===== config.mk =====
export PLATFORM = sky130hd
export DESIGN_NAME = key_mode_ctrl
export DESIGN_NICKNAME = d
export VERILOG_FILES = /design/src/rtl/key_mode_ctrl.sv
export SDC_FILE = /design/constraint.sdc
export NUM_CORES = 1
export LEC_CHECK = 0
export BUFFER_PORTS_ARGS = -buffer_cell sky130_fd_sc_hd__buf_2
export CAP_MARGIN = 10
export CORE_UTILIZATION = 29
export CTS_CLUSTER_DIAMETER = 80
export CTS_CLUSTER_SIZE = 28
export DETAILED_ROUTE_END_ITERATION = 12
export PLACE_DENSITY = 0.47
export SLEW_MARGIN = 30
export SYNTH_ARGS = -nofsm -noshare
export SYNTH_HDL_FRONTEND = slang
export SYNTH_SLANG_ARGS = --single-unit

===== constraint.sdc =====
create_clock -name clk -period 2.1 [get_ports clk]
set_input_delay 0.315 -clock clk [delete_from_list [all_inputs] [get_ports clk]]
set_output_delay 0.315 -clock clk [all_outputs]
set_load 0.1 [all_outputs]

===== src/rtl/key_mode_ctrl.sv =====
// -----------------------------------------------------------------------------
// key_mode_ctrl
//
// Conditions the two raw active-low pushbuttons that drive the pulse
// generator: a start key and a mode-advance key. Each button is synchronised,
// debounced, and fed to a small press-detect FSM. The start button produces a
// debounced level plus a press strobe; the mode button steps a registered
// mode selector, except while the start key is held down.
//
// Ports
//   clk        system clock (50 MHz), rising edge
//   reset      synchronous reset, active low
//   key_raw    raw start button, active low, asynchronous to clk
//   mode_raw   raw mode-advance button, active low, asynchronous to clk
//   key        debounced start level, active low
//   mode_sel   current mode, 0..NUM_MODES-1
//   key_press  one-cycle strobe on an accepted start press
//   mode_chg   one-cycle strobe when mode_sel advances
//
// FSM states (one instance per button)
//   state   | meaning
//   IDLE    | debounced level is high, waiting for a press
//   PRESSED | debounced level is low, waiting for release (no repeat strobes)
// -----------------------------------------------------------------------------
module key_mode_ctrl #(
  parameter int DB_CYCLES = 1_000_000,
  parameter int NUM_MODES = 8
) (
  input  logic       clk,
  input  logic       reset,
  input  logic       key_raw,
  input  logic       mode_raw,
  output logic       key,
  output logic [2:0] mode_sel,
  output logic       key_press,
  output logic       mode_chg
);

  localparam int CW = (DB_CYCLES > 1) ? $clog2(DB_CYCLES) : 1;
  localparam logic [CW-1:0] CNT_LAST  = CW'(DB_CYCLES - 1);
  localparam logic [2:0]    MODE_LAST = 3'(NUM_MODES - 1);

  // Channel 0 is the start key, channel 1 the mode key.
  localparam int CH_KEY  = 0;
  localparam int CH_MODE = 1;

  typedef enum logic {
    IDLE    = 1'b0,
    PRESSED = 1'b1
  } btn_state_t;

  logic [1:0]    raw;
  logic [1:0]    sync1;
  logic [1:0]    sync2;
  logic [1:0]    db;
  logic [CW-1:0] cnt [2];
  logic [1:0]    accept;

  btn_state_t key_st;
  btn_state_t mode_st;

  logic key_fall;
  logic key_rise;
  logic mode_fall;
  logic mode_rise;

  assign raw = {mode_raw, key_raw};

  // A new level is accepted on the edge where the disagreement has already
  // lasted DB_CYCLES-1 counts and still holds, so the debounced level moves
  // exactly DB_CYCLES edges after the synchronised input first differs.
  always_comb begin
    accept = '0;
    for (int i = 0; i < 2; i++) begin
      accept[i] = (sync2[i] != db[i]) && (cnt[i] == CNT_LAST);
    end
  end

  always_ff @(posedge clk) begin
    if (!reset) begin
      sync1 <= '1;
      sync2 <= '1;
      db    <= '1;
      for (int i = 0; i < 2; i++) begin
        cnt[i] <= '0;
      end
    end else begin
      sync1 <= raw;
      sync2 <= sync1;
      for (int i = 0; i < 2; i++) begin
        if (sync2[i] == db[i]) begin
          cnt[i] <= '0;
        end else if (accept[i]) begin
          db[i]  <= sync2[i];
          cnt[i] <= '0;
        end else begin
          cnt[i] <= cnt[i] + 1'b1;
        end
      end
    end
  end

  // Edge events happen on the same clock edge as the debounced level update,
  // which lets the strobes line up with the key transition.
  assign key_fall  = accept[CH_KEY]  && !sync2[CH_KEY];
  assign key_rise  = accept[CH_KEY]  &&  sync2[CH_KEY];
  assign mode_fall = accept[CH_MODE] && !sync2[CH_MODE];
  assign mode_rise = accept[CH_MODE] &&  sync2[CH_MODE];

  assign key = db[CH_KEY];

  always_ff @(posedge clk) begin
    if (!reset) begin
      key_st    <= IDLE;
      mode_st   <= IDLE;
      key_press <= 1'b0;
      mode_chg  <= 1'b0;
      mode_sel  <= 3'd0;
    end else begin
      key_press <= 1'b0;
      mode_chg  <= 1'b0;

      case (key_st)
        IDLE: begin
          if (key_fall) begin
            key_st    <= PRESSED;
            key_press <= 1'b1;
          end
        end
        PRESSED: begin
          if (key_rise) begin
            key_st <= IDLE;
          end
        end
        default: key_st <= IDLE;
      endcase

      case (mode_st)
        IDLE: begin
          if (mode_fall) begin
            mode_st <= PRESSED;
            // Pre-edge key level: a mode press landing on the same edge as a
            // start press still counts, but one made while the start key is
            // already down is swallowed so the mode stays frozen mid-run.
            if (key) begin
              mode_chg <= 1'b1;
              if (mode_sel == MODE_LAST) begin
                mode_sel <= 3'd0;
              end else begin
                mode_sel <= mode_sel + 3'd1;
              end
            end
          end
        end
        PRESSED: begin
          if (mode_rise) begin
            mode_st <= IDLE;
          end
        end
        default: mode_st <= IDLE;
      endcase
    end
  end

endmodule

After elaboration in Yosys (flattened, before gate mapping)
Memories as Yosys holds them, arrays and structs flattened.
Cells that the tools add are included.
{"block": "totals", "regBits": 13, "mem_bits_rw": 40, "in_bits": 4, "output_inout_bits": 6, "memories": 1}
{"memory": "cnt", "depth": 2, "width": 20, "read_ports": 2, "rd_ports_with_merged_regs": 0, "write_ports": 2, "line_no": "56", "text": "logic [CW-1:0] cnt [2];"}
{"block": "classes", "add_sub_neg": 3, "eq_ne": 7, "n_mux": 37, "bitwise": 12, "n_reduce_logical": 13}
{"operator": "$mux W20", "n": 6}
{"operator": "$add A20 B1 Y20 const B", "n": 2}
{"operator": "$eq A20 B20 Y1 const B", "n": 2}
{"operator": "$mux W1", "n": 28}
{"operator": "$logic_and A1 B1 Y1", "n": 6}
{"operator": "$not A1 Y1", "n": 6}
{"operator": "$or A1 B1 Y1", "n": 6}
{"operator": "$pmux W1 S2", "n": 2}
{"operator": "$reduce_and A2 Y1", "n": 2}
{"operator": "$add A3 B1 Y3 const B", "n": 1}
{"operator": "$eq A3 B3 Y1 const B", "n": 1}
{"operator": "$mux W3", "n": 1}
{"operator": "$reduce_and A3 Y1", "n": 1}
{"operator": "$reduce_or A3 Y1", "n": 1}
{"operator": "$eq A1 B1 Y1", "n": 2}
{"operator": "$logic_not A1 Y1", "n": 2}
{"operator": "$ne A1 B1 Y1", "n": 2}
{"operator": "$reduce_or A2 Y1", "n": 1}

Longest topological paths before layout
Gate-level depths: netlist (run 1).
{"block": "logic_depth", "ltp_word": 8, "mapped_depth": 7, "ltp_nobuf": 5}

Worst setup path before layout (run 1)
No wires, ideal clock.
{"block": "synth_timing", "path_type": "reg2reg", "from": "mem cnt[1][0] (netlist name)", "to": "mem cnt[1][10] (netlist name) (data pin)", "setup_ps": 257, "arrival_time_ps": 1831, "required_time_ps": 1843, "slack_ps": 12, "stages_incl_launch_ff": 8, "period_less_slack_ps": 2088, "cell_sequence": "edfxtp_1 > ha_1 > nand2_1 > or4_1 > buf_2 > o221ai_1 > buf_2 > nor2_1"}
{"element": "start, declared", "line_no": "56"}

==> qor.txt, run 1 <==
IO Pins -> 10
Sequential area share after synthesis -> 52.7%
Worst hold margin -> 0.179 ns
1st-pass router iterations -> 4
Net Sw Frac -> 23.6%
Util after Layout -> 37.3%
Logic pwr share -> 6.3%
Power Density -> 564 nW/µm²
Worst-case vdd ir drop -> 0.000297 V
Synthesis-stage register bit count -> 53
I/O Buffers -> 9
Main synth FF type -> edfxtp_1
Reg2Reg Setup Slack -> 0.10 ns
Root Buffer -> clkbuf_8
Pint -> 0.00149 W
Via density per instance -> 4.45
Routability Congestion -> 0.774
Wire length per cell -> 11.5 µm
Critical path launch point type -> flip-flop
Synth unique cells -> 38
Met2 wire len -> 2270 µm
Period utilization -> 95.1%
Min Tclk post-route -> 2.00 ns
DR vias -> 2114
# Max-Cap Violations -> 0
# fillers -> 939
Arrival time of the worst setup path -> 2.24 ns
N_diodes -> 0
Mapped Area -> 2780 µm²
Async set or reset register ratio after synthesis -> 0%
Final Instance Area -> 3450 µm²
Final setup violation count -> 0
TritonCTS Buffers -> 5
Worst skew pair latency -> 0.31 ns
Yosys top cell area share -> 43.3%
Sequential share of power -> 61.7%
Met1 Wirelength -> 3010 µm
Yosys top cell by area -> edfxtp_1
H-tree Lvls -> 2
Global-route wire length before repair -> 9180 µm
Worst-path clk slew -> 0.10 ns
Layout Skew -> 0.0182 ns
CP Max Fanout -> 6
Die width -> 99.8 µm
DPL Wire Length -> 3980 µm
Leakage -> 1.23 nW
Iter 0 DRT Violations -> 74
Status -> finished clean
Clock power share -> 32.0%
Yosys warning count -> 0
Die area -> 9970 µm²
Final WL -> 5490 µm
Most frequent cell after synthesis -> edfxtp_1
Post-synth EDFFs -> 40
DR WL met3 -> 135 µm
Mean post-synth cell area -> 10.3 µm²
Total gr overflow -> 0
Core region area -> 9240 µm²
Final ANT Viol Nets -> 0
DP Area -> 3300 µm²
Syn Inst Count -> 270
Syn-to-layout area delta -> 24.2%
RSZ-0062 raised after global routing -> false
Clk sinks -> 53
Switching Power -> 0.000458 W
Starting density of the core -> 30.0%
Worst flop-to-flop path startpoint -> cnt[1][11]
Total negative slack -> 0 ns
Postcts setup bufs -> 0
Peak Freq -> 501 MHz
DRC -> 0
Layout cells sized above 1 -> 15.0%
Worst Hold Path EP -> sync1[1]
Nets -> 353
Post-synth top cells -> 40 x edfxtp_1, 31 x nor2_1, 22 x nand3_1
Final hold vios -> 0
Initial antenna violation count -> 0
Largest net degree at the start of global routing -> 21
Hold Path Origin -> mode_raw
Final Max Tran Viols -> 0
Critical path class -> reg2reg
R2R depth -> 5
CP required -> 2.35 ns
Pwr Total -> 0.00195 W
Dominant cells by area after synthesis -> edfxtp_1 43%, dfxtp_1 9.4%, nor2_1 4.2%
CTS max path bufs -> 2
Highest routed layer -> met4
Global-route usage over all layers -> 11.5%
DIE HEIGHT -> 99.8 µm
Number of cells on the worst hold path -> 2
Row Count -> 35
Number of global-route vias before repair -> 1962
Hold WC Path Type -> in2reg
TritonCTS clock tree -> built
Setup crit end kind -> flip-flop
timing repair:
| item | 4_1_cts | 5_1_grt |
|---|---|---|
| gates resized for setup | 0 | 9 |
| endpoints found under the setup margin | 0 | 31 |
| hold buffers | 0 | 0 |
per-stage QoR:
stage | cells | worst slack [ns]
final | 475 | 0.104
after floorplan | 309 | 0.0124
after CTS | 474 | 0.0724
after global placement | 466 | 0.0588
after detailed placement | 466 | 0.0853
after global routing | 475 | 0.00751
cells in the final DEF (no fill, tap or decap), types with 3 or more instances in the layout:
master	synthesis	layout
nand4_1	7	7
nor2_1	31	31
xnor2_1	13	13
mux2i_1	3	3
edfxtp_1	40	40
buf_2	3	9
o21ai_0	10	10
conb_1	1	40
nand2b_1	4	4
nand2_1	17	17
dfxtp_1	13	13
o31ai_1	8	8
ha_1	4	4
nor3_1	3	3
buf_4	0	24
or4_1	10	8
a21oi_1	13	13
xor2_1	11	11
nand3_1	22	22
inv_1	9	9
and3_1	6	6
nor4_1	10	10
clkbuf_8	0	6
or3_1	8	8
flip-flops by register name (all words and copies together) (netlist names), named ones only:
register / flops
mode_chg: 1
sync1: 2
db: 2
key_press: 1
sync2: 2
cnt: 40
mode_sel: 3
metal layers:
| metal | track usage [%] | vias to the layer above |
|---|---|---|
| met5 | 0 | - |
| met4 | 3.73 | 0 |
| met3 | 2.37 | 6 |
| met2 | 17.9 | 19 |
| met1 | 15.8 | 963 |
| li1 | - | 1126 |
power groups by stage:
| stage | Combinational, W | Sequential (W) | Clock [W] |
|---|---|---|---|
| floorplan | 0.0000724 | 0.00122 | 0 |
| global placement | 0.000117 | 0.00122 | 0 |
| detailed placement | 0.000116 | 0.00122 | 0 |
| CTS | 0.000117 | 0.00120 | 0.000650 |
| global route | 0.000140 | 0.00121 | 0.000686 |
| finish | 0.000122 | 0.00120 | 0.000623 |
critical path, stage by stage (launching register included):
cell      delay, ns
edfxtp_1       0.44
or3b_1         0.36
or4_4          0.44
buf_4          0.18
or3b_1         0.36
a31oi_1        0.16
worst max path at each step:
stage                           from    endpoint  slack, ns
after floorplan            cnt[1][0]  cnt[1][10]       0.01
after global placement    cnt[0][11]  cnt[0][15]       0.06
after detailed placement  cnt[1][13]   cnt[1][2]       0.09
after CTS                 cnt[1][13]   cnt[1][2]       0.07
after global routing      cnt[1][13]   flip-flop      0.008
final                     cnt[1][11]   flip-flop       0.10
cells by family (layout without fill, tap and decap cells):
kind of cell | Yosys count | in the layout | synth area share, %
flip-flops | 53 | 53 | 52.7
other | 1 | 40 | 0.135
AO/OA/AOI/OAI | 38 | 38 | 8.25
buffers and inverters | 16 | 53 | 2.34
adder cells (fa/ha/maj) | 4 | 4 | 1.80
multiplexers | 3 | 3 | 1.08
AND/OR/NAND/NOR | 131 | 131 | 26.2
XOR/XNOR | 24 | 24 | 7.57
area by class of cell:
cell class	count	area, µm²	area share [%]
sequential	53	1460	42.4
timing repair buffer	36	268	7.77
clock inverter	2	13.8	0.399
tap	129	161	4.68
clock buffer	6	82.6	2.40
inverter	9	33.8	0.980
multi-input combinational	240	1430	41.4
Power figures use the tool's default switching activity.
==> run 2: changes to the inputs <==
--- a/config.mk
+++ b/config.mk
@@ -11,7 +11,7 @@
 export CTS_CLUSTER_DIAMETER = 80
 export CTS_CLUSTER_SIZE = 28
 export DETAILED_ROUTE_END_ITERATION = 12
-export PLACE_DENSITY = 0.47
+export PLACE_DENSITY_LB_ADDON = 0.2
 export SLEW_MARGIN = 30
 export SYNTH_ARGS = -nofsm -noshare
 export SYNTH_HDL_FRONTEND = slang
==> qor.txt, run 2 (same netlist as run 1, synthesis figures left out) <==
Total gr overflow -> 0
Worst skew pair latency -> 0.31 ns
Max reg flops -> 40
Leakage -> 1.21 nW
Wire length per cell -> 11.3 µm
DPL Wire Length -> 3900 µm
H-tree Lvls -> 2
Setup crit end kind -> flip-flop
DR WL met3 -> 152 µm
Clk sinks -> 53
Nets -> 351
Starting density of the core -> 30.0%
1st-pass router iterations -> 4
Period utilization -> 95.0%
Die area -> 9970 µm²
DIE HEIGHT -> 99.8 µm
Most frequent cells in the layout -> 40 x edfxtp_1, 40 x conb_1, 31 x nor2_1
Via density per instance -> 4.43
R2R depth -> 5
Final hold vios -> 0
TritonCTS Buffers -> 5
Number of global-route vias before repair -> 1939
Die width -> 99.8 µm
Total negative slack -> 0 ns
Global-route wire length before repair -> 9090 µm
Postcts setup bufs -> 0
Power Density -> 572 nW/µm²
Initial antenna violation count -> 0
CTS max path bufs -> 2
CP Max Fanout -> 6
Final Max Tran Viols -> 0
N_diodes -> 0
Number of cells on the worst hold path -> 2
Critical path class -> reg2reg
Peak Freq -> 501 MHz
Highest routed layer -> met4
Arrival time of the worst setup path -> 2.24 ns
Layout cells sized above 1 -> 14.2%
Final setup violation count -> 0
Root Buffer -> clkbuf_8
Regs by FF count -> cnt: 40 flops, mode_sel: 3 flops
Post-CTS sizing -> 0
DR vias -> 2097
Critical path launch point type -> flip-flop
TritonCTS clock tree -> built
DRC -> 0
Final WL -> 5330 µm
Core region area -> 9240 µm²
Min Tclk post-route -> 2.00 ns
Hold WC Path Type -> in2reg
Syn-to-layout area delta -> 22.9%
IO Pins -> 10
# fillers -> 952
Worst-path clk slew -> 0.11 ns
Layout Skew -> 0.0140 ns
Worst setup margin -> 0.104 ns
Final ANT Viol Nets -> 0
RSZ-0062 raised after global routing -> false
Post-CTS Hold Buffers -> 0
Largest net degree at the start of global routing -> 21
CP required -> 2.34 ns
Met1 Wirelength -> 2950 µm
Iter 0 DRT Violations -> 89
Place WS -> 0.100 ns
Worst-case vdd ir drop -> 0.000328 V
Met2 wire len -> 2150 µm
Register name with the most flops -> cnt
Status -> finished clean
Global-route usage over all layers -> 11.5%
Row Count -> 35
Routability Congestion -> 0.728
# Max-Cap Violations -> 0
I/O Buffers -> 9
[run 2: where the power goes]
| part | total [W] | internal (W) | switching [W] |
|---|---|---|---|
| Clock | 0.000635 | 0.000275 | 0.000361 |
| Combinational | 0.000114 | 0.0000493 | 0.0000643 |
| Sequential | 0.00120 | 0.00116 | 0.0000367 |
[run 2: worst max-delay path: stages (launching register included)]
cell	delay [ns]
edfxtp_1	0.44
or3b_1	0.36
or4_4	0.43
buf_4	0.18
or3b_1	0.36
a31oi_1	0.16
[run 2: area by class of cell]
type                       count  area (µm²)  area share [%]
sequential                    53        1460            42.8
multi-input combinational    240        1410            41.3
inverter                       9        33.8           0.990
clock buffer                   6        82.6            2.42
tap                          129         161            4.73
clock inverter                 2        17.5           0.514
timing repair buffer          34         245            7.19
[run 2: routing by layer]
layer,vias to the layer above,track usage [%]
met1,945,16.6
met2,27,16.7
met3,5,2.51
met5,-,0
li1,1120,-
met4,0,4.07
[run 2: stage by stage]
| step | std cells | hold WS (ns) | instance area [µm²] | power, W | utilization, % |
|---|---|---|---|---|---|
| after floorplan | 309 | 0.386 | 2920 | 0.00129 | - |
| after global placement | 465 | 0.390 | 3300 | 0.00134 | 35.7 |
| after detailed placement | 465 | 0.396 | 3300 | 0.00134 | 35.7 |
| after CTS | 473 | 0.168 | 3400 | 0.00198 | 36.8 |
| after global routing | 473 | 0.169 | 3410 | 0.00204 | 36.9 |
| final | 473 | 0.176 | 3410 | 0.00195 | 36.9 |
[run 2: final timing paths]
path                                  from   endpoint  slack (ns)
worst max register to register  cnt[1][11]  flip-flop        0.10
worst min-delay path               key_raw   sync1[0]        0.18
worst max-delay path            cnt[1][11]  flip-flop        0.10
worst min register to register    sync1[0]   sync2[0]        0.42
